### src/rtl/dct_pkg.sv
// Shared types and elaboration-time helpers for the parametrised 1-D DCT engine:
// FSM state encoding, accumulator width and the cosine coefficient generator.
package dct_pkg;

  typedef enum logic [2:0] {
    ST_IDLE  = 3'd0,
    ST_READ  = 3'd1,
    ST_DRAIN = 3'd2,
    ST_MAC   = 3'd3,
    ST_WRITE = 3'd4
  } dct_state_e;

  // Accumulator must hold N products of a sample and a coefficient without overflow.
  function automatic int acc_width(input int data_w, input int coef_frac, input int n);
    return data_w + coef_frac + 2 + $clog2(n);
  endfunction

  // cos(k*pi/32) scaled by 2^30 for k = 0..16 (first quadrant, covers N up to 16).
  function automatic longint cos_q30(input int k);
    case (k)
      0:       return 64'sd1073741824;
      1:       return 64'sd1068571464;
      2:       return 64'sd1053110176;
      3:       return 64'sd1027506862;
      4:       return 64'sd992008094;
      5:       return 64'sd946955747;
      6:       return 64'sd892783698;
      7:       return 64'sd830013654;
      8:       return 64'sd759250125;
      9:       return 64'sd681174602;
      10:      return 64'sd596538995;
      11:      return 64'sd506158392;
      12:      return 64'sd410903207;
      13:      return 64'sd311690799;
      14:      return 64'sd209476638;
      15:      return 64'sd105245103;
      default: return 64'sd0;
    endcase
  endfunction

  // Orthonormal DCT-II coefficient c(u,x) rounded to coef_frac fractional bits.
  // The angle (2x+1)*u*pi/(2n) is folded onto the quarter-wave table; the
  // normalisation sqrt(1/n) or sqrt(2/n) is 2^(-h/2), split into a 1/sqrt(2)
  // factor for odd h plus a plain shift.
  function automatic int dct_coef(input int n, input int coef_frac, input int u, input int x);
    int     m;
    int     k;
    int     h;
    int     sh;
    longint v;
    longint base;
    longint prod;
    m = ((2 * x + 1) * u) % (4 * n);
    k = m * (16 / n);
    if (k > 32) k = 64 - k;
    if (k <= 16) v = cos_q30(k);
    else         v = -cos_q30(32 - k);
    h    = (u == 0) ? $clog2(n) : $clog2(n) - 1;
    base = (h % 2 == 1) ? 64'sd759250125 : 64'sd1073741824;
    prod = v * base;
    sh   = 60 + (h / 2) - coef_frac;
    return int'((prod + (longint'(1) <<< (sh - 1))) >>> sh);
  endfunction

endpackage

### src/rtl/dct_coef_rom.sv
// Combinational cosine ROM: returns c(u,x), or the transpose c(x,u) in inverse mode.
// Contents are computed at elaboration from the package generator.
module dct_coef_rom
  import dct_pkg::*;
#(
  parameter int N         = 8,
  parameter int COEF_FRAC = 14,
  parameter int IDX_W     = $clog2(N)
) (
  input  logic [IDX_W-1:0]           i_u,
  input  logic [IDX_W-1:0]           i_x,
  input  logic                       i_inv,
  output logic signed [COEF_FRAC+1:0] o_coef
);

  localparam int CW = COEF_FRAC + 2;

  logic signed [CW-1:0]  w_rom [N*N];
  logic [2*IDX_W-1:0]    w_idx;

  for (genvar gu = 0; gu < N; gu++) begin : g_u
    for (genvar gx = 0; gx < N; gx++) begin : g_x
      localparam int CV = dct_coef(N, COEF_FRAC, gu, gx);
      assign w_rom[gu*N+gx] = CW'(CV);
    end
  end

  // N is a power of two, so row-major index is a plain concatenation.
  assign w_idx  = i_inv ? {i_x, i_u} : {i_u, i_x};
  assign o_coef = w_rom[w_idx];

endmodule

### src/rtl/dct1d_gen.sv
// Parametrised 1-D DCT-II / inverse DCT-III engine on a shared single-port RAM.
// Reads N samples at rstart+k*stride, computes each output with a serial MAC
// against the cosine ROM and writes it at wstart+u*stride.
// Optional clamping of results (with sticky ovf) is enabled by DCT1D_GEN_SAT_EN;
// without it results wrap to DATA_W bits and ovf is tied low.
module dct1d_gen
  import dct_pkg::*;
#(
  parameter int N         = 8,
  parameter int DATA_W    = 16,
  parameter int ADDR_W    = 6,
  parameter int COEF_FRAC = 14,
  parameter int RD_LAT    = 1
) (
  input  logic              clk,
  input  logic              reset_n,
  input  logic              en,
  input  logic              inv,
  input  logic [ADDR_W-1:0] rstart,
  input  logic [ADDR_W-1:0] wstart,
  input  logic [ADDR_W-1:0] stride,
  output logic [ADDR_W-1:0] addr,
  output logic              wren,
  output logic [DATA_W-1:0] data,
  input  logic [DATA_W-1:0] q,
  output logic              rdy,
  output logic              ovf
);

  localparam int IDX_W  = $clog2(N);
  localparam int CW     = COEF_FRAC + 2;
  localparam int ACC_W  = acc_width(DATA_W, COEF_FRAC, N);
  localparam int PROD_W = DATA_W + CW;
  localparam logic [IDX_W-1:0]        IDX_MAX  = IDX_W'(N - 1);
  localparam logic [IDX_W-1:0]        IDX_ONE  = IDX_W'(1);
  localparam logic signed [ACC_W-1:0] ACC_HALF = ACC_W'(longint'(1) <<< (COEF_FRAC - 1));

  dct_state_e                r_state;
  dct_state_e                w_next;
  logic                      r_inv;
  logic [ADDR_W-1:0]         r_raddr;
  logic [ADDR_W-1:0]         r_waddr;
  logic [ADDR_W-1:0]         r_stride;
  logic [IDX_W-1:0]          r_k;
  logic [IDX_W-1:0]          r_x;
  logic [IDX_W-1:0]          r_u;
  logic signed [DATA_W-1:0]  r_s [N];
  logic signed [ACC_W-1:0]   r_acc;

  logic                      w_cap_en;
  logic [IDX_W-1:0]          w_cap_idx;
  logic signed [DATA_W-1:0]  w_samp;
  logic signed [CW-1:0]      w_coef;
  logic signed [PROD_W-1:0]  w_prod;
  logic signed [ACC_W-1:0]   w_prod_ext;
  logic signed [ACC_W-1:0]   w_sum;
  logic [DATA_W-1:0]         w_data;

  dct_coef_rom #(
    .N         (N),
    .COEF_FRAC (COEF_FRAC),
    .IDX_W     (IDX_W)
  ) u_rom (
    .i_u    (r_u),
    .i_x    (r_x),
    .i_inv  (r_inv),
    .o_coef (w_coef)
  );

  // State register; async reset aborts any operation immediately.
  always_ff @(posedge clk or negedge reset_n) begin
    if (!reset_n) r_state <= ST_IDLE;
    else          r_state <= w_next;
  end

  // Next state and RAM-side outputs; wren is only ever high in WRITE.
  always_comb begin
    w_next = r_state;
    rdy    = 1'b0;
    wren   = 1'b0;
    addr   = '0;
    data   = '0;
    case (r_state)
      ST_IDLE: begin
        rdy = 1'b1;
        if (en) w_next = ST_READ;
      end
      ST_READ: begin
        addr = r_raddr;
        if (r_k == IDX_MAX) w_next = (RD_LAT != 0) ? ST_DRAIN : ST_MAC;
      end
      ST_DRAIN: w_next = ST_MAC;
      ST_MAC: begin
        if (r_x == IDX_MAX) w_next = ST_WRITE;
      end
      ST_WRITE: begin
        wren   = 1'b1;
        addr   = r_waddr;
        data   = w_data;
        w_next = (r_u == IDX_MAX) ? ST_IDLE : ST_MAC;
      end
      default: w_next = ST_IDLE;
    endcase
  end

  // Operation parameters, address generators and loop counters.
  always_ff @(posedge clk or negedge reset_n) begin
    if (!reset_n) begin
      r_inv    <= 1'b0;
      r_raddr  <= '0;
      r_waddr  <= '0;
      r_stride <= '0;
      r_k      <= '0;
      r_x      <= '0;
      r_u      <= '0;
    end else begin
      case (r_state)
        ST_IDLE: begin
          if (en) begin
            r_inv    <= inv;
            r_raddr  <= rstart;
            r_waddr  <= wstart;
            r_stride <= stride;
            r_k      <= '0;
            r_x      <= '0;
            r_u      <= '0;
          end
        end
        ST_READ: begin
          r_raddr <= r_raddr + r_stride;
          r_k     <= r_k + IDX_ONE;
        end
        ST_MAC:   r_x <= r_x + IDX_ONE;
        ST_WRITE: begin
          r_waddr <= r_waddr + r_stride;
          r_u     <= r_u + IDX_ONE;
        end
        default: ;
      endcase
    end
  end

  // Which buffer slot the current q belongs to, given the RAM read latency.
  always_comb begin
    w_cap_en  = 1'b0;
    w_cap_idx = r_k;
    if (RD_LAT == 0) begin
      w_cap_en  = (r_state == ST_READ);
    end else if (r_state == ST_READ) begin
      w_cap_en  = (r_k != '0);
      w_cap_idx = r_k - IDX_ONE;
    end else if (r_state == ST_DRAIN) begin
      w_cap_en  = 1'b1;
      w_cap_idx = IDX_MAX;
    end
  end

  // Sample buffer; fully loaded before the first write, so in-place is safe.
  always_ff @(posedge clk) begin
    if (w_cap_en) r_s[w_cap_idx] <= q;
  end

  assign w_samp     = r_s[r_x];
  assign w_prod     = w_samp * w_coef;
  assign w_prod_ext = {{(ACC_W-PROD_W){w_prod[PROD_W-1]}}, w_prod};

  // Serial MAC; the first term of each output replaces the previous sum.
  always_ff @(posedge clk or negedge reset_n) begin
    if (!reset_n)               r_acc <= '0;
    else if (r_state == ST_MAC) r_acc <= ((r_x == '0) ? '0 : r_acc) + w_prod_ext;
  end

  // Round half up before dropping the fractional bits.
  assign w_sum = r_acc + ACC_HALF;

`ifdef DCT1D_GEN_SAT_EN
  localparam logic signed [ACC_W-1:0] SAT_MAX = ACC_W'((longint'(1) <<< (DATA_W - 1)) - 1);
  localparam logic signed [ACC_W-1:0] SAT_MIN = ACC_W'(-(longint'(1) <<< (DATA_W - 1)));
  localparam logic [DATA_W-1:0]       D_MAX   = {1'b0, {(DATA_W-1){1'b1}}};
  localparam logic [DATA_W-1:0]       D_MIN   = {1'b1, {(DATA_W-1){1'b0}}};

  logic signed [ACC_W-1:0] w_res;
  logic                    w_clip;
  logic                    r_ovf;

  assign w_res = w_sum >>> COEF_FRAC;

  // Clamp out-of-range results to the nearest representable bound.
  always_comb begin
    w_data = w_res[DATA_W-1:0];
    w_clip = 1'b0;
    if (w_res > SAT_MAX) begin
      w_data = D_MAX;
      w_clip = 1'b1;
    end else if (w_res < SAT_MIN) begin
      w_data = D_MIN;
      w_clip = 1'b1;
    end
  end

  // Sticky overflow, cleared when the next operation is accepted.
  always_ff @(posedge clk or negedge reset_n) begin
    if (!reset_n)                           r_ovf <= 1'b0;
    else if (r_state == ST_IDLE && en)      r_ovf <= 1'b0;
    else if (r_state == ST_WRITE && w_clip) r_ovf <= 1'b1;
  end

  assign ovf = r_ovf;
`else
  logic w_unused;

  assign w_data   = w_sum[COEF_FRAC +: DATA_W];
  assign w_unused = ^{w_sum[COEF_FRAC-1:0], w_sum[ACC_W-1:COEF_FRAC+DATA_W]};
  assign ovf      = 1'b0;
`endif

endmodule

### config.mk
export PLATFORM = sky130hd
export DESIGN_NAME = dct1d_gen
export DESIGN_NICKNAME = d
export VERILOG_FILES = /design/src/rtl/dct_pkg.sv /design/src/rtl/dct_coef_rom.sv /design/src/rtl/dct1d_gen.sv
export SDC_FILE = /design/constraint.sdc
export NUM_CORES = 1
export LEC_CHECK = 0
export ABC_CLOCK_PERIOD_IN_PS = 14000
export CAP_MARGIN = 20
export CELL_PAD_IN_SITES_DETAIL_PLACEMENT = 0
export CELL_PAD_IN_SITES_GLOBAL_PLACEMENT = 1
export CORE_MARGIN = 2
export CORE_UTILIZATION = 30
export DETAILED_ROUTE_END_ITERATION = 8
export GPL_ROUTABILITY_DRIVEN = 0
export GPL_TIMING_DRIVEN = 0
export PLACE_DENSITY = 0.53
export SYNTH_ARGS = -nofsm -noshare
export SYNTH_HDL_FRONTEND = slang
export SYNTH_HIERARCHICAL = 1
export SYNTH_SLANG_ARGS = --single-unit
export TNS_END_PERCENT = 20
### constraint.sdc
create_clock -name clk -period 14 [get_ports clk]
set_input_delay 1.4 -clock clk [delete_from_list [all_inputs] [get_ports clk]]
set_output_delay 1.4 -clock clk [all_outputs]
set_load 0.05 [all_outputs]
==> results.md, run 1 <==
* Critical path type: reg2reg
* DRC at 0
* Hold buffers post-CTS at 0
* Area Growth Syn to Fin at 12.9%
* R2R Path Start: r_x[0]
* Fmax at between 80 and 90 MHz
* Max Cap Viol at 0
* Synth Flop Type: edfxtp_1
* Final hold vios at 0
* Synth Net Count at roughly 2500
* Netlist cell types at 84
* First-pass GRT wire length at 97200 um
* Total iterations of the first detailed-routing run at 8
* Syn Area/Cell at 9.91 sq um
* Sequential area share after synthesis at 0.257
* Total CTS buffers at 17
* Worst R2R End: r_acc[29]
* Final core occ at 0.343
* Post-CTS resize count at 0
* Worst R2R Setup Slack at about 1.8 ns
* Complex-gate fraction of the synthesized area at 0.105
* Simple-gate area share of the yosys netlist at 0.144
* Worst-Margin Slew at around 1.2 ns
* RSZ-0062 raised after global routing: false
* Final setup viols at 0
* Post-CTS setup repair buffer count at 0
* Mapped cell area at approximately 21000 sq um
* Clk_lat worst skew at roughly 0.47 ns
* Core Area at 68800 sq um
* CTS tree: built
* Clock root buffer: clkbuf_16
* Worst Path Max Fanout at 10
* Worst setup path end: r_acc[29]
* Worst min-delay path class: reg2reg
* Vias in the first global route at 16300
* Crit end category: flip-flop
* I/O Buffers at approximately 60
* Largest family of logic cells by synthesized area: adder cells
* Final layout net count at ~2600
* Synth warn at 6
* Via count at ~15000
* Layout cell share with drive strength beyond 1 at 0.0705
* Pin count of the biggest net entering global routing at 47
* Status: complete, no violations
* DP Worst Slack at around 1.7 ns
* PnR worst setup slack at roughly 1.8 ns
* Initial Utilization at 0.304
* DRT iter0 DRCs at 831
* Post-synthesis xor/xnor area fraction at 0.0392
* Fin crit share at 0.875
* Total GRT Usage at 0.179
* Dpl hpwl at between 40000 and 50000 um
* Initial antenna violation count at 2
* Worst reg2reg path depth at roughly 40
* Post-synth EDFFs at ~130
* Cells after Synth at 2109
* Slowest stage cell on the critical path: a21oi_1
* Longest Clk Path Bufs at 2
* Number of cell rows at 96
* Vias/cell at 4.78
* Slew Limit Fails at 0
* Routed wire length at about 60000 um
* Yosys reg bits at 189
* Final setup skew at 0.0169 ns
* Clk sink count at 189
* Ports at 63
* Number of diodes at 0
* Final Critical Period at between 10 and 15 ns
* Worst Path Arrival at about 13 ns
* Fin Setup TNS at 0 ns
* Worst EP required at roughly 14 ns
* Adder-cell share of the synthesized area at 0.322
* Synth async-reset ratio at 0.323
* Startpoint class of the critical path: flip-flop
* Critical Path Max Stage Delay at ~0.72 ns
* Die Area at between 70000 and 80000 sq um
* Slew HR at 0.190
* CP Launch Point: r_x[0]
* Die Span Y at ~270 um
* Global route overflow at 0
* Routed WL per cell at about 19 um
* Antenna-violating nets left at 0
* Clock transition at path regs at roughly 0.09 ns
* Mux cell area share after synthesis at 0.0541
* Critical Path Most Common Cell: fa_1
* DIE WIDTH at approximately 270 um
* CTS H-tree lvls at 4
area by class of cell:
type	count	area [sq um]
repair buffers	71	842
flip-flops and latches	189	5370
clock buffers	17	425
inverters	329	1230
fillers	7078	45200
clock inverters	15	236
plain buffers	91	409
well taps	931	1160
multi-input cells	1500	13900
how the worst min path moves through the flow:
stage	startpoint	slack, ns	cells past startpoint	to
after floorplan	r_acc[10]	0.44	2	r_acc[10]
after global placement	r_acc[8]	0.45	2	r_acc[8]
after detailed placement	r_acc[4]	0.46	2	r_acc[4]
after CTS	r_acc[4]	0.48	2	r_acc[4]
after global routing	r_acc[4]	0.49	2	r_acc[4]
final	r_acc[4]	0.48	2	r_acc[4]
metal layers:
layer,GRT usage,up-vias,part of all wire
met3,0.0194,50,0.034
met4,0.0492,0,0.023
li1,-,7099,-
met5,0,-,0
met1,0.252,7609,0.47
met2,0.292,270,0.47
state kept, by name (all words and copies together) (netlist names):
register and cells:
r_u 3, r_waddr 6, r_stride 6, r_k 3
r_state 3, r_x 3, r_acc 30, r_raddr 6
r_inv 1, r_s 128
metrics by stage:
stage	cells	hold WS, ns	area (sq um)
after floorplan	2109	0.442	20900
after global placement	3101	0.454	22700
after detailed placement	3111	0.463	22900
after CTS	3143	0.481	23600
after global routing	3143	0.492	23600
final	3143	0.476	23600
cells in the mapped netlist, types with 13 or more instances:
master,count,share of area
a21o_1,31,0.011
a21oi_1,90,0.022
and2_1,123,0.037
buf_2,15,0.0036
clkbuf_1,63,0.011
dfrtp_1,61,0.073
edfxtp_1,128,0.18
fa_1,251,0.24
ha_1,136,0.081
inv_1,328,0.059
mux2_2,18,0.0097
mux4_2,32,0.034
nand2_1,248,0.045
nand2b_1,27,0.0081
nand3_1,22,0.0053
nor2_1,90,0.016
nor2b_1,47,0.014
nor3_1,18,0.0043
o21a_1,13,0.0047
o21ai_0,76,0.018
xnor2_1,56,0.023
xor2_1,33,0.014
cell usage in the layout, fill, tap and decap left out, types with 27 or more instances in the layout:
cell type and n:
nand2b_1 27, clkbuf_1 63, fa_1 251, and2_1 123, xnor2_1 56, mux4_2 32, ha_1 136, clkdlybuf4s50_1 60
a21oi_1 90, nor2b_1 47, o21ai_0 76, nor2_1 82, inv_1 328, dfrtp_1 61, edfxtp_1 128, a21o_1 31
nand2_1 248, xor2_1 33
cells by family after synthesis:
kind of cell,after synthesis
compound gates,338
xor+xnor,91
fa+ha+maj,387
buf+inv,420
flops,189
mux,66
other cells,1
simple gates,617
worst max-delay path, delay by kind of cell, from the launching register on:
kind	cells	cell delay [ns]
adders and majority gates	9	4.38
AOI/OAI and AO/OA	15	3.76
buffers and inverters	9	2.02
and+or+nand+nor	4	0.64
xor gates and xnor gates	3	0.51
muxes	1	0.40
DFF	1	0.37
Power of run 1 is not shown: default switching activity piles up to over one toggle a cycle in this logic, so the estimate is an artifact.
==> inputs of run 2 (changes only) <==
--- a/config.mk
+++ b/config.mk
@@ -11,6 +11,7 @@
 export CELL_PAD_IN_SITES_GLOBAL_PLACEMENT = 1
 export CORE_MARGIN = 2
 export CORE_UTILIZATION = 30
+export CTS_BUF_LIST = sky130_fd_sc_hd__clkbuf_8
 export DETAILED_ROUTE_END_ITERATION = 8
 export GPL_ROUTABILITY_DRIVEN = 0
 export GPL_TIMING_DRIVEN = 0
==> results.md, run 2 (same netlist as run 1, synthesis figures left out) <==
* Critical path type: reg2reg (unchanged)
* Antenna-violating nets left at 0 (unchanged)
* Vias in the first global route at 16200 (was 16300)
* Hold buffers post-CTS at 0 (unchanged)
* DIE WIDTH at 268 um (unchanged)
* Final setup viols at 0 (unchanged)
* Total iterations of the first detailed-routing run at 7 (was 8)
* Buffers and inverters on the worst path at 9 (unchanged)
* Worst min-delay path class: reg2reg (unchanged)
* Clk_lat worst skew at 0.52 ns (was 0.47 ns)
* Worst Path Max Fanout at 10 (unchanged)
* First-pass GRT wire length at 97200 um (about the same)
* Routed WL per cell at 19.1 um (was 19.2 um)
* Clk sink count at 189 (unchanged)
* Global route overflow at 0 (unchanged)
* Largest register by flop count: r_s (unchanged)
* Critical Path Most Common Cell: fa_1 (unchanged)
* Via count at 15000 (about the same)
* Total GRT Usage at 0.178 (was 0.179)
* Final setup skew at 0.0245 ns (was 0.0169 ns)
* DRC at 0 (unchanged)
* Post-CTS resize count at 0 (unchanged)
* Initial antenna violation count at 2 (unchanged)
* DRT iter0 DRCs at 833 (was 831)
* CTS tree: built (unchanged)
* Worst EP required at 14.38 ns (was 14.34 ns)
* Fin crit share at 0.872 (was 0.875)
* Number of cell rows at 96 (unchanged)
* RSZ-0062 raised after global routing: false (unchanged)
* Pin count of the biggest net entering global routing at 47 (unchanged)
* Ports at 63 (unchanged)
* Max Cap Viol at 0 (unchanged)
* Most frequent cells in the layout: 328 x inv_1, 251 x fa_1, 248 x nand2_1 (unchanged)
* Startpoint class of the critical path: flip-flop (unchanged)
* CTS H-tree lvls at 4 (unchanged)
* Final Critical Period at 12.20 ns (was 12.24 ns)
* Largest regs: r_s (128), r_acc (30) (unchanged)
* Number of diodes at 0 (unchanged)
* Clock transition at path regs at 0.13 ns (was 0.09 ns)
* CP top delay family: adder cells (unchanged)
* Total CTS buffers at 17 (unchanged)
* Critical Path Max Stage Delay at 0.74 ns (was 0.72 ns)
* I/O Buffers at 61 (unchanged)
* Final hold vios at 0 (unchanged)
* Largest register FFs at 128 (unchanged)
* Initial Utilization at 0.304 (unchanged)
* Slowest stage cell on the critical path: a21oi_1 (unchanged)
* Worst Path Arrival at 12.59 ns (was 12.58 ns)
* Fin Setup TNS at 0 ns (unchanged)
* Clock root buffer: clkbuf_8 (was clkbuf_16)
* Slew Limit Fails at 0 (unchanged)
* Slew HR at 0.155 (was 0.190)
* Die Span Y at 268 um (unchanged)
* Core Area at 68800 sq um (unchanged)
* Most common cell after layout, fill and taps aside: inv_1 (unchanged)
* Die Area at 71800 sq um (unchanged)
* Post-CTS setup repair buffer count at 0 (unchanged)
* Fmax at 81.9 MHz (was 81.7 MHz)
* Area Growth Syn to Fin at 12.0% (was 12.9%)
* Longest Clk Path Bufs at 2 (unchanged)
* Final layout net count at 2624 (unchanged)
* Layout cell share with drive strength beyond 1 at 0.0705 (unchanged)
* Dpl hpwl at 48800 um (unchanged)
* Crit end category: flip-flop (unchanged)
* Vias/cell at 4.77 (was 4.78)
* Worst-Margin Slew at 1.27 ns (was 1.22 ns)
* Status: complete, no violations (unchanged)
* Routed wire length at 60200 um (was 60300 um)
-- run 2: changes by cell type in the layout (fill, tap and decap cells not counted) --
cell / previous run / this run
clkbuf_16: 17 / 0
clkbuf_8: 0 / 17
-- run 2: final timing paths --
check                               from        end  slack, ns  cells after the start
min in group asynchronous        reset_n  r_acc[28]       0.74                      1
worst max-delay path              r_x[0]  r_acc[29]       1.80                     41
worst min-delay path            r_acc[4]   r_acc[4]       0.48                      2
worst max register to register    r_x[0]  r_acc[29]       1.80                     41
worst min register to register  r_acc[4]   r_acc[4]       0.48                      2
max in group asynchronous        reset_n     r_x[1]      12.70                      2
-- run 2: area by class of cell --
class,instances,area [sq um]
fillers,7091,45400
inverters,329,1230
flip-flops and latches,189,5370
clock buffers,17,234
multi-input cells,1500,13900
well taps,931,1160
plain buffers,91,409
repair buffers,71,842
clock inverters,15,236
-- run 2: per-stage QoR --
step,worst slack [ns],utilization,cell area [sq um],hold WS [ns],instances
final,1.80,0.340,23400,0.482,3143
after global routing,0.674,0.340,23400,0.501,3143
after CTS,1.67,0.340,23400,0.489,3143
after detailed placement,1.68,0.333,22900,0.463,3111
after global placement,1.50,0.329,22700,0.454,3101
after floorplan,4.43,-,20900,0.442,2109
-- run 2: worst register-to-register path: cells and delay by family, from the launching register on --
family,cells,cell delay [ns]
simple gates,4,0.63
fa+ha+maj,9,4.37
xor+xnor,3,0.52
compound gates,15,3.80
flops,1,0.38
mux,1,0.39
buf+inv,9,2.00
-- run 2: per-layer routing --
metal	wire length, um	part of all wire	GRT usage
met5	0	0	0
met3	1680	0.028	0.0159
met4	553	0.0092	0.0276
met2	29200	0.48	0.300
met1	28800	0.48	0.253
Power of run 2 is left out for the same reason.
==> inputs of run 3 (changes only) <==
--- a/config.mk
+++ b/config.mk
@@ -9,13 +9,13 @@
 export CAP_MARGIN = 20
 export CELL_PAD_IN_SITES_DETAIL_PLACEMENT = 0
 export CELL_PAD_IN_SITES_GLOBAL_PLACEMENT = 1
-export CORE_MARGIN = 2
+export CORE_MARGIN = 8
 export CORE_UTILIZATION = 30
 export CTS_BUF_LIST = sky130_fd_sc_hd__clkbuf_8
 export DETAILED_ROUTE_END_ITERATION = 8
 export GPL_ROUTABILITY_DRIVEN = 0
 export GPL_TIMING_DRIVEN = 0
-export PLACE_DENSITY = 0.53
+export PLACE_DENSITY = 0.5
 export SYNTH_ARGS = -nofsm -noshare
 export SYNTH_HDL_FRONTEND = slang
 export SYNTH_HIERARCHICAL = 1
==> results.md, run 3 (same netlist as run 1, synthesis figures left out) <==
* Status: complete, no violations (unchanged)
* Routed wire length at 62000 um (was 60200 um)
* Largest register FFs at 128 (unchanged)
* Final setup viols at 0 (unchanged)
* Final setup skew at 0.0298 ns (was 0.0245 ns)
* Worst Path Arrival at 13.19 ns (was 12.59 ns)
* Die Span Y at 280 um (was 268 um)
* Fmax at 78.3 MHz (was 81.9 MHz)
* Longest Clk Path Bufs at 2 (unchanged)
* Die Area at 78300 sq um (was 71800 sq um)
* Vias in the first global route at 16200 (about the same)
* Most frequent cells in the layout: 328 x inv_1, 251 x fa_1, 248 x nand2_1 (unchanged)
* Total iterations of the first detailed-routing run at 5 (was 7)
* Fin crit share at 0.912 (was 0.872)
* Core Area at 68800 sq um (unchanged)
* Crit end category: flip-flop (unchanged)
* Slowest stage cell on the critical path: a21oi_1 (unchanged)
* Initial Utilization at 0.304 (unchanged)
* Worst-Margin Slew at 1.17 ns (was 1.27 ns)
* Via count at 15000 (about the same)
* DRC at 0 (unchanged)
* Ports at 63 (unchanged)
* Final Critical Period at 12.77 ns (was 12.20 ns)
* Buffers and inverters on the worst path at 9 (unchanged)
* RSZ-0062 raised after global routing: false (unchanged)
* CTS H-tree lvls at 4 (unchanged)
* Slew Limit Fails at 0 (unchanged)
* Layout fillers at 7108 (was 7091)
* DRT iter0 DRCs at 917 (was 833)
* R2R Path Start: r_x[0] (unchanged)
* Worst Path Max Fanout at 10 (unchanged)
* Initial antenna violation count at 4 (was 2)
* Critical Path Max Stage Delay at 0.89 ns (was 0.74 ns)
* CP Launch Point: r_x[0] (unchanged)
* Largest register by flop count: r_s (unchanged)
* CP top delay family: compound AO/OA/AOI/OAI gates (was adder cells)
* Vias/cell at 4.77 (about the same)
* Multi-input logic area at 13900 sq um (about the same)
* Clock root buffer: clkbuf_8 (unchanged)
* Final layout net count at 2628 (was 2624)
* Dpl hpwl at 49700 um (was 48800 um)
* Largest regs: r_s (128), r_acc (30) (unchanged)
* Critical path type: reg2reg (unchanged)
* Most common cell after layout, fill and taps aside: inv_1 (unchanged)
* Critical Path Most Common Cell: fa_1 (unchanged)
* Worst min-delay path class: reg2reg (unchanged)
* DIE WIDTH at 280 um (was 268 um)
* Startpoint class of the critical path: flip-flop (unchanged)
* Total GRT Usage at 0.165 (was 0.178)
* Worst EP required at 14.43 ns (was 14.38 ns)
* I/O Buffers at 61 (unchanged)
* Pin count of the biggest net entering global routing at 55 (was 47)
* Antenna-violating nets left at 0 (unchanged)
* Fin Setup TNS at 0 ns (unchanged)
* Post-CTS setup repair buffer count at 0 (unchanged)
* CTS tree: built (unchanged)
* Routed WL per cell at 19.7 um (was 19.1 um)
* Number of cell rows at 96 (unchanged)
* Clk sink count at 189 (unchanged)
* Clock transition at path regs at 0.12 ns (was 0.13 ns)
* Hold path start: r_acc[4] (unchanged)
* Final hold vios at 0 (unchanged)
* Global route overflow at 0 (unchanged)
* Max Cap Viol at 0 (unchanged)
* Area Growth Syn to Fin at 11.9% (was 12.0%)
* Register area at 5370 sq um (unchanged)
* Layout cell share with drive strength beyond 1 at 0.0736 (was 0.0705)
* Total CTS buffers at 17 (unchanged)
* Hold buffers post-CTS at 0 (unchanged)
* First-pass GRT wire length at 98800 um (was 97200 um)
* Slew HR at 0.221 (was 0.155)
* Clk_lat worst skew at 0.56 ns (was 0.52 ns)
* Post-CTS resize count at 0 (unchanged)
run 3: cell count changes in the layout (fill, tap and decap cells not counted):
cell,previous run,this run
inv_6,1,2
inv_16,0,1
diode_2,0,1
mux2i_1,11,8
buf_16,7,3
mux2i_2,0,3
buf_2,15,16
buf_4,6,8
clkinv_8,7,3
inv_8,0,2
buf_8,2,7
run 3: layout make-up:
class,count,area share
Antenna cell,1,0.000107
Buffer,91,0.0175
Clock buffer,17,0.0100
Clock inverter,15,0.00952
Inverter,329,0.0528
Multi-Input combinational cell,1500,0.595
Sequential cell,189,0.230
Tap cell,931,0.0498
Timing Repair Buffer,75,0.0354
run 3: path summary, 6_finish.rpt:
| kind | endpoint | slack (ns) | cells past startpoint |
|---|---|---|---|
| max in group asynchronous | r_acc[0] | 12.75 | 2 |
| hold / removal | r_acc[4] | 0.48 | 2 |
| min in group asynchronous | r_raddr[3] | 0.66 | 1 |
| hold reg to reg | r_acc[4] | 0.48 | 2 |
| setup reg to reg | r_acc[29] | 1.23 | 41 |
| setup / recovery | r_acc[29] | 1.23 | 41 |
run 3: metrics by stage:
step           cell area (sq um)  setup slack (ns)  utilization  cells  hold slack [ns]
5_1_grt                    23400             0.289        0.340   3148            0.510
3_3_place_gp               22700              1.10        0.329   3101            0.454
3_5_place_dp               22900              1.11        0.333   3115            0.462
6_report                   23400              1.23        0.340   3148            0.479
4_1_cts                    23400              1.11        0.340   3147            0.489
2_1_floorplan              20900              4.43            -   2109            0.442
run 3: per-layer routing:
metal,up-vias,GRT usage,wire [um]
li1,7094,-,-
met1,7631,0.233,30100
met2,250,0.272,29200
met3,43,0.0159,1920
met4,0,0.0376,857
met5,-,0,0
run 3: tightest hold or removal path, cell delays in order, from the launching register on:
cell and delay [ns]:
dfrtp_1 0.35, nand2_1 0.04, o21ai_0 0.05
Power of run 3 is left out for the same reason.
